==> config.mk <==
export PLATFORM = sky130hd
export DESIGN_NAME = clk_switch_ctrl
export DESIGN_NICKNAME = d
export VERILOG_FILES = /design/src/rtl/clk_switch_ctrl.sv
export SDC_FILE = /design/constraint.sdc
export NUM_CORES = 1
export LEC_CHECK = 0
export ABC_AREA = 1
export CORE_ASPECT_RATIO = 0.7
export CORE_MARGIN = 2
export CORE_UTILIZATION = 35
export DETAILED_ROUTE_END_ITERATION = 10
export SLEW_MARGIN = 25
export SYNTH_ARGS = -nofsm -noshare
export SYNTH_HDL_FRONTEND = slang
export SYNTH_SLANG_ARGS = --single-unit
==> constraint.sdc <==
create_clock -name clk1 -period 1.4 [get_ports clk1]
set_input_delay 0.28 -clock clk1 [delete_from_list [all_inputs] [get_ports clk1]]
set_output_delay 0.28 -clock clk1 [all_outputs]
set_load 0.05 [all_outputs]
==> src/rtl/clk_switch_ctrl.sv <==
// Control-side sequencer for the glitch-free two-source clock mux.
// Drives the mux select and confirms the hand-over via synchronised gate enables.
module clk_switch_ctrl #(
    parameter int   SYNC_STAGES    = 2,
    parameter int   TIMEOUT_CYCLES = 64,
    parameter logic RESET_SEL      = 1'b1
) (
    input  logic clk1,
    input  logic rst_n,
    input  logic req,
    input  logic req_sel,
    input  logic en1_status,
    input  logic en0_status,
    output logic sel_out,
    output logic busy,
    output logic done,
    output logic err,
    output logic req_drop,
    output logic cur_sel
);
    localparam int            CW      = $clog2(TIMEOUT_CYCLES + 1);
    localparam logic [CW-1:0] CNT_MAX = CW'(TIMEOUT_CYCLES);

    typedef enum logic [1:0] {IDLE, DRAIN, ARM} state_t;

    state_t                 state, state_nxt;
    logic [CW-1:0]          cnt, cnt_nxt;
    logic [SYNC_STAGES-1:0] sync1, sync0;
    logic                   s1, s0, s_new, s_old;
    logic                   timeout, complete;
    logic                   sel_nxt, cur_nxt, busy_nxt;
    logic                   done_nxt, err_nxt, drop_nxt;

    always_ff @(posedge clk1 or negedge rst_n) begin
        if (!rst_n) begin
            sync1 <= '0;
            sync0 <= '0;
        end else begin
            sync1 <= {sync1[SYNC_STAGES-2:0], en1_status};
            sync0 <= {sync0[SYNC_STAGES-2:0], en0_status};
        end
    end

    assign s1 = sync1[SYNC_STAGES-1];
    assign s0 = sync0[SYNC_STAGES-1];

    // sel_out already holds the target while a switch is in flight
    assign s_new = sel_out ? s1 : s0;
    assign s_old = sel_out ? s0 : s1;

    assign timeout  = (cnt == CNT_MAX);
    assign complete = (state == ARM) && s_new && !s_old;

    always_comb begin
        state_nxt = state;
        cnt_nxt   = cnt;
        sel_nxt   = sel_out;
        cur_nxt   = cur_sel;
        busy_nxt  = busy;
        done_nxt  = 1'b0;
        err_nxt   = err;
        drop_nxt  = 1'b0;
        unique case (state)
            IDLE: begin
                if (req) begin
                    err_nxt = 1'b0;
                    if (req_sel == cur_sel) begin
                        done_nxt = 1'b1;
                    end else begin
                        sel_nxt   = req_sel;
                        busy_nxt  = 1'b1;
                        cnt_nxt   = '0;
                        state_nxt = DRAIN;
                    end
                end
            end
            DRAIN, ARM: begin
                drop_nxt = req;
                cnt_nxt  = timeout ? cnt : cnt + 1'b1;
                // completion outranks a timeout seen in the same cycle
                if (complete) begin
                    done_nxt  = 1'b1;
                    cur_nxt   = sel_out;
                    busy_nxt  = 1'b0;
                    cnt_nxt   = '0;
                    state_nxt = IDLE;
                end else if (timeout) begin
                    err_nxt   = 1'b1;
                    busy_nxt  = 1'b0;
                    cnt_nxt   = '0;
                    state_nxt = IDLE;
                end else if (state == DRAIN && !s_old) begin
                    state_nxt = ARM;
                end
            end
            default: state_nxt = IDLE;
        endcase
    end

    always_ff @(posedge clk1 or negedge rst_n) begin
        if (!rst_n) begin
            state    <= IDLE;
            cnt      <= '0;
            sel_out  <= RESET_SEL;
            cur_sel  <= RESET_SEL;
            busy     <= 1'b0;
            done     <= 1'b0;
            err      <= 1'b0;
            req_drop <= 1'b0;
        end else begin
            state    <= state_nxt;
            cnt      <= cnt_nxt;
            sel_out  <= sel_nxt;
            cur_sel  <= cur_nxt;
            busy     <= busy_nxt;
            done     <= done_nxt;
            err      <= err_nxt;
            req_drop <= drop_nxt;
        end
    end
endmodule

# Yosys cells after proc, flatten, opt, wreduce, memory -nomap -nowiden
# Cells that the tools add are included.
# op_classes
mux	27
n_reduce_logical	13
eq_ne	10
bitwise_logic	1
addsub	1
# op_table
op	count
$mux 7	4
$pmux 7 s2	1
$mux 1	13
$mux 2	5
$reduce_and 3->1	3
$ne 2x2->1 const B	4
$reduce_and 4->1	2
$add 7x1->7 const B	1
$eq 7x7->1 const B	1
$pmux 1 s2	3
$ne 4x4->1 const B	1
$pmux 2 s2	1
$logic_and 1x1->1	3
$ne 3x3->1 const B	1
$eq 2x1->1 const B	1
$eq 2x2->1 const B	1
$logic_not 2->1	1
$reduce_and 2->1	1
$reduce_bool 2->1	1
$reduce_or 2->1	1
$eq 1x1->1	1
$logic_not 1->1	1
$not 1->1	1
# totals
wordCells	62
register_bits	19

# Longest topological paths before layout
# logic_depth
ltp_word	7
mapped_depth	10

# Least setup slack after synthesis
# Ideal clock, no wire load.
# synth_path
kind	reg-to-reg
startpoint	register cur_sel
endpoint	register busy
synth_period_minus_slack_ns	1.402
setup_slack_ns	-0.002
arrival_ns	1.280
stages_incl_launch_ff	8
n_path_buf	0
setup_ns	0.122
t_required_ns	1.278
cell_sequence	dfstp_2 -> nand2_1 -> nand3_2 -> nand2_4 -> inv_6 -> nand2_8 -> nand2_1 -> o21ai_1
# synth_via
elab_chain_len	3
# synth_rtl
element	line	source
start, declared	19	output logic cur_sel
start signal, assigned	114	cur_sel <= cur_nxt;
$eq 1x1->1	67	if (req_sel == cur_sel) begin
$ne 2x2->1 (no line)	-	
$reduce_and 4->1 (no line)	-	
end signal, assigned	115	busy <= busy_nxt;
end, declared	15	output logic busy,
# Every way passes these cells.
# A chain may end at the register's enable or synchronous reset.

# Final worst setup path
# layout_path
startpoint	register state[1]
endpoint	register busy
# layout_via
elab_chain_len	5
# layout_rtl
element	line	source
start, declared	26	state_t state, state_nxt;
start signal, assigned	111	state <= state_nxt;
$eq 2x2->1	52, 63	
$logic_and 1x1->1 (2 in series)	52	assign complete = (state == ARM) && s_new && !s_old;
$ne 3x3->1 (no line) / $mux 1 (equally long branches)	-	
$reduce_and 4->1 (no line) / $pmux 1 s2 (equally long branches)	-	
# Parallel ways exist; a longest one is shown, timed or not.

==> results.cfg <==
[job]
drv_cap = 0

[critical_path]
critPathBufInv = 2
slowest_delay_ps = 400
cp_data_arrival_time_ps = 1560
end_kind = flip-flop
critPathRequiredTime_ps = 1540
critPathKind = flip-flop to flip-flop
critical_path.max_fanout = 7
worstPathCellList = buf_4 > ha_1 > nor2_4 > nand2_4 > inv_6 > nand2_8 > nand2_2 > o21ai_1
cp_top_family = simple AND/OR/NAND/NOR gates
slowest_stage = dfrtp_1
start_kind = flip-flop
ff2ff_setup_slack_ps = -20

[layout]
area_growth_pct = 38.44
stdcell_count = 200
finalInstanceArea_mm2 = 0.001536
antennaDiodeCount = 0
finalNetCount = 175
drive_gt1_frac = 0.3765
final_util = 0.4982

[floorplan]
start_util = 0.3598
ios = 12
die-area_mm2 = 0.003645
num_rows = 17
fp.dieW_um = 71.31
die_h_um = 51.12
core_mm2 = 0.003084

[cts]
cts-root-buf = clkbuf_8
cts_num_sinks = 19
clockBufferDepth = 2
cts_buffers = 3
clock_latency_ps = 260
path_clk_slew_ps = 70
cts_tree = yes
cts_htree_levels = 1

[synthesis]
synth_top_area_share = 0.3833
synthTopCellsByArea = dfrtp_1 38%, nand2_1 11%, ha_1 6.8%
seq_area_frac_synth = 0.4307
synth_nets = 146
synthDistinctLibCells = 24
syn_area_mm2 = 0.001110
yosysTopAreaCell = dfrtp_1
synth_commonest_cells = 33 x nand2_1, 17 x dfrtp_1, 16 x inv_1, 12 x nand3_1, 11 x nor2_1
ys_ff_latch = 19
synth_edf_count = 0
async_flop_share = 1.000
syn_inst = 134
synthFlopType = dfrtp_1
yosysWarnings = 0
avgSynthCellArea_um2 = 8.282
yosys.cell_count.top_type = nand2_1

[place]
io_buffers = 11
gp_congestion = 0.8994
placed_cell_area_mm2 = 0.001376
post-place-ws_ps = -111.9
dpl.hpwl_um = 1727
placed_cells = 190

[detailed_routing]
wl_per_cell_um = 11.97
drc = 0
drt_iter0_markers = 66
drt-vias-per-instance = 4.675
dr.pass1.iters = 4
wl_um = 2393
postRouteAntennaNets = 0
via_count = 935

[timing]
setup_viol = 1
tns_ps = -16.37
fmax_ghz = 0.7060
setup_slack_ps = -16.37
post-route-period-util = 1.012
period_minus_slack_ps = 1416
tightest_slew_ps = 259.6
timing.hold.ws_ps = 353.0
hold_violations = 0
skew_ps = 7.385
grt_setup_unrepaired = yes
slew_headroom = 0.8269
final-max-slew-violation-count = 0

[grt]
grt.total_usage = 0.1519
overflow = 0
antenna_found_initial = 0
grt_pass1_vias = 921
grt_max_degree = 20
grt_pass1_wl_um = 4236

[power_and_ir_drop]
p_per_area_mw_per_mm2 = 2162
peakVddDrop_mv = 0.6283
finalPower_mw = 3.322
power.leakage_nw = 0.7233

[min_path]
hp-class = flip-flop to flip-flop

[run_status]
status = finished with violations
violations = negative setup slack
[final cells by class]
cell class              count  area, um^2
flip-flops and latches     19       478.0
repair buffers             25       275.3
fillers                   296        1548
well taps                  38       47.55
inverters                  19       76.32
clock buffers               4       45.04
multi-input cells          95       614.3
[cell families after synthesis]
group | after synthesis | share of synthesized area
AOI/OAI and AO/OA | 12 | 0.05862
xor gates and xnor gates | 1 | 0.007893
adders and majority gates | 6 | 0.06764
buffers and inverters | 20 | 0.08118
DFF | 19 | 0.4307
and+or+nand+nor | 76 | 0.3540
[sequential cells by signal (all words and copies together) (netlist names)]
register / count
sel_out: 1
state: 2
req_drop: 1
sync1: 2
cur_sel: 1
done: 1
err: 1
cnt: 7
busy: 1
sync0: 2
[worst reg2reg max path: stages (launching register included)]
cell     delay (ps)
dfrtp_1         400
buf_4           140
ha_1            210
nor2_4          180
nand2_4         110
inv_6           110
nand2_8          70
nand2_2          50
o21ai_1          60
[cells in the final DEF (no fill, tap or decap), types with 2 or more instances in the layout]
cell / Yosys / layout
inv_1: 16 / 14
o21ai_1: 2 / 2
nand3_2: 4 / 3
clkdlybuf4s50_1: 0 / 5
buf_12: 0 / 6
ha_4: 0 / 2
inv_2: 2 / 4
nand3_4: 0 / 2
nor2_1: 11 / 9
buf_4: 0 / 14
nand3_1: 12 / 11
o21ai_0: 6 / 5
o21bai_1: 2 / 2
nand2_1: 33 / 28
dfstp_2: 2 / 2
ha_1: 6 / 4
dfrtp_1: 17 / 17
nor2_2: 5 / 7
clkbuf_8: 1 / 3
nand2_2: 5 / 10
[where the power goes]
part           switching (mW)  total (mW)  internal (mW)
sequential              0.155       0.860          0.705
combinational            1.14        2.07          0.937
clock                   0.184       0.387          0.202
total                    1.48        3.32           1.84
[final timing paths]
kind	start	end	cells after the start
max	state[1]$_DFFE_PN0P_	busy$_DFFE_PN0P_	8
min	sync1[0]$_DFF_PN0_	sync1[1]$_DFF_PN0_	0
max reg2reg	state[1]$_DFFE_PN0P_	busy$_DFFE_PN0P_	8
min reg2reg	sync1[0]$_DFF_PN0_	sync1[1]$_DFF_PN0_	0
max in group asynchronous	rst_n	sel_out$_DFFE_PN1P_	2
min in group asynchronous	rst_n	err$_DFFE_PN0P_	2
[layer usage]
layer  global-route usage  wire (um)
met1               0.2086       1183
met2               0.2361       1103
met3              0.04339         90
met4              0.03774         17
met5                    0          0
[repair_timing]
action / CTS / global route
pin swaps: 10 / 3
resized for setup: 11 / 8
hold endpoints to repair: 0 / 0
buffers inserted: 3 / 3
hold buffers: 0 / 0
setup endpoints to repair: 11 / 14
No activity file was read; power rests on OpenSTA's default activity.
==> patch (same settings) <==
Add an input register stage for `req`, `req_sel`, `en1_status` and `en0_status`, without a reset; this delays them by one clock.
--- a/src/rtl/clk_switch_ctrl.sv
+++ b/src/rtl/clk_switch_ctrl.sv
@@ -25,2 +25,14 @@
 
+    logic req_q;
+    logic req_sel_q;
+    logic en1_status_q;
+    logic en0_status_q;
+
+    always_ff @(posedge clk1) begin
+        req_q        <= req;
+        req_sel_q    <= req_sel;
+        en1_status_q <= en1_status;
+        en0_status_q <= en0_status;
+    end
+
     state_t                 state, state_nxt;
@@ -38,4 +50,4 @@
         end else begin
-            sync1 <= {sync1[SYNC_STAGES-2:0], en1_status};
-            sync0 <= {sync0[SYNC_STAGES-2:0], en0_status};
+            sync1 <= {sync1[SYNC_STAGES-2:0], en1_status_q};
+            sync0 <= {sync0[SYNC_STAGES-2:0], en0_status_q};
         end
@@ -64,8 +76,8 @@
             IDLE: begin
-                if (req) begin
+                if (req_q) begin
                     err_nxt = 1'b0;
-                    if (req_sel == cur_sel) begin
+                    if (req_sel_q == cur_sel) begin
                         done_nxt = 1'b1;
                     end else begin
-                        sel_nxt   = req_sel;
+                        sel_nxt   = req_sel_q;
                         busy_nxt  = 1'b1;
@@ -77,3 +89,3 @@
             DRAIN, ARM: begin
-                drop_nxt = req;
+                drop_nxt = req_q;
                 cnt_nxt  = timeout ? cnt : cnt + 1'b1;
Function: changed (a bounded check fails within 4 cycles, from zero or initial values and one cycle with rst_n low).
==> patch against the original RTL <==
Wire length is 8.9% lower; clock skew is 0.0060 ns lower; largest power group unchanged; highest routed layer unchanged; combinational power hardly changed; final area is 6.3% higher; final cell count is 3.0% higher; power is 4.2% higher; synthesized area is 7.7% higher; sequential cell count is 4 higher; the flow still finishes with violations (negative setup slack); setup slack worse by 0.031 ns; critical path depth is 2 higher; critical endpoint unchanged.
==> patch: results <==
[power_and_ir_drop]
p_leak_nw = 0.754
p_int_mw = 1.91
peakVddDrop_mv = 0.795

[clocking]
htree_levels = 1

[global_route]
antenna_found_initial = 0
grt_pass1_vias = 828
track_usage = 0.134
grt_pass1_wl_mm = 3.77

[drt]
first_pass_iters = 4
drt_iter0_drc = 48
routed_wl_mm = 2.18
via_count = 909

[hold_path]
min_from = "en1_status_q$_DFF_P_"

[setup_path]
reg2reg_to = "busy$_DFFE_PN0P_"
critical_path_arrival_ns = 1.62
crit_path_start = "state[0]$_DFFE_PN0P_"
path_max_fanout = 8
reg2regPathDepth = 10
timing.rr.start = "state[0]$_DFFE_PN0P_"

[finish]
fin_nets = 172
ff_latch_area_sq_um = 558
largest-register = "cnt"
fillers = 275
drive_gt1_frac = 0.390

[status]
outcome = "finished, violations left"
violations = "negative setup slack"

[placement]
dp_slack_ns = -0.0365
place_congestion = 0.774
hpwl_mm = 1.58
post_dp_cell_area_sq_mm = 0.00146

[yosys]
synth_area_leaders = "dfrtp_1, nand2_1, dfxtp_1, ha_1, inv_1"
synth.top_cells.by_count = "nand2_1, inv_1, dfrtp_1"
synthArstFlopShare = 0.826
post_synth_num_cell_types = 26
ys_seq_area_frac = 0.467
syn_nets = 150

[sta]
setup_slack_ns = -0.0470
max_slew_margin = 0.833
clock_skew_ns = 0.00141
setup_violations = 8
-- patch: cell types whose count changed after synthesis, moves of 2 or more --
cell / before / now
o21ai_0: 6 / 2
dfxtp_1: 0 / 4
nand2_1: 33 / 29
nand3_2: 4 / 2
nor3_1: 0 / 3
inv_1: 16 / 18
o21ai_2: 0 / 3
-- patch: through the flow --
stage / cells / TNS, ns
CTS: 204 / -0.121
global route: 206 / -1.14
floorplan: 138 / 0
detailed placement: 199 / -0.169
finish: 206 / -0.227
global placement: 199 / 0
-- patch: area by class of cell --
type,count,share of cell area
multi-input combinational,92,0.398
sequential,23,0.342
timing repair buffer,18,0.136
inverter,22,0.0598
tap,47,0.0360
clock buffer,3,0.0253
clock inverter,1,0.00307
-- patch: critical path: stages (launching register included) --
cell and delay (ns):
dfrtp_1 0.42, inv_2 0.08, ha_4 0.16, inv_2 0.06
nor2_4 0.04, nor2_4 0.19, nand2_8 0.13, clkinv_8 0.09
nand2_8 0.07, nand2_2 0.06, o21ai_2 0.04
-- patch: cell families after synthesis --
| family | share of synthesized area |
|---|---|
| adder cells (fa/ha/maj) | 0.0628 |
| buffers and inverters | 0.0785 |
| flip-flops | 0.467 |
| XOR/XNOR | 0.00733 |
| AND/OR/NAND/NOR | 0.327 |
| AO/OA/AOI/OAI | 0.0576 |
-- patch: power groups by stage --
stage,registers (mW),clock network [mW],logic [mW]
after floorplan,1.19,0,0.977
after global placement,0.974,0,1.81
after detailed placement,0.980,0,1.82
after CTS,0.973,0.437,1.92
after global routing,0.993,0.468,2.23
final,0.973,0.421,2.07
-- patch: layer usage --
metal | global-route usage | vias to the layer above | routed length [microns]
met4 | 0.0545 | 0 | 31
met2 | 0.190 | 11 | 944
met1 | 0.184 | 423 | 1130
li1 | - | 470 | -
met5 | 0 | - | 0
met3 | 0.0457 | 5 | 76
-- patch: worst min-delay path by stage --
stage / slack [ns] / cells after the start / end
finish: 0.33 / 0 / sync1[0]$_DFF_PN0_
detailed placement: 0.32 / 0 / sync1[0]$_DFF_PN0_
global route: 0.35 / 2 / cnt[5]$_DFFE_PN0P_
CTS: 0.34 / 2 / cnt[5]$_DFFE_PN0P_
global placement: 0.32 / 0 / sync1[0]$_DFF_PN0_
floorplan: -0.02 / 0 / busy$_DFFE_PN0P_
-- patch: timing repair --
action | in CTS | in global routing
gates resized for setup | 8 | 18
pin swaps | 3 | 5
buffers inserted | 1 | 2
setup endpoints to repair | 9 | 13
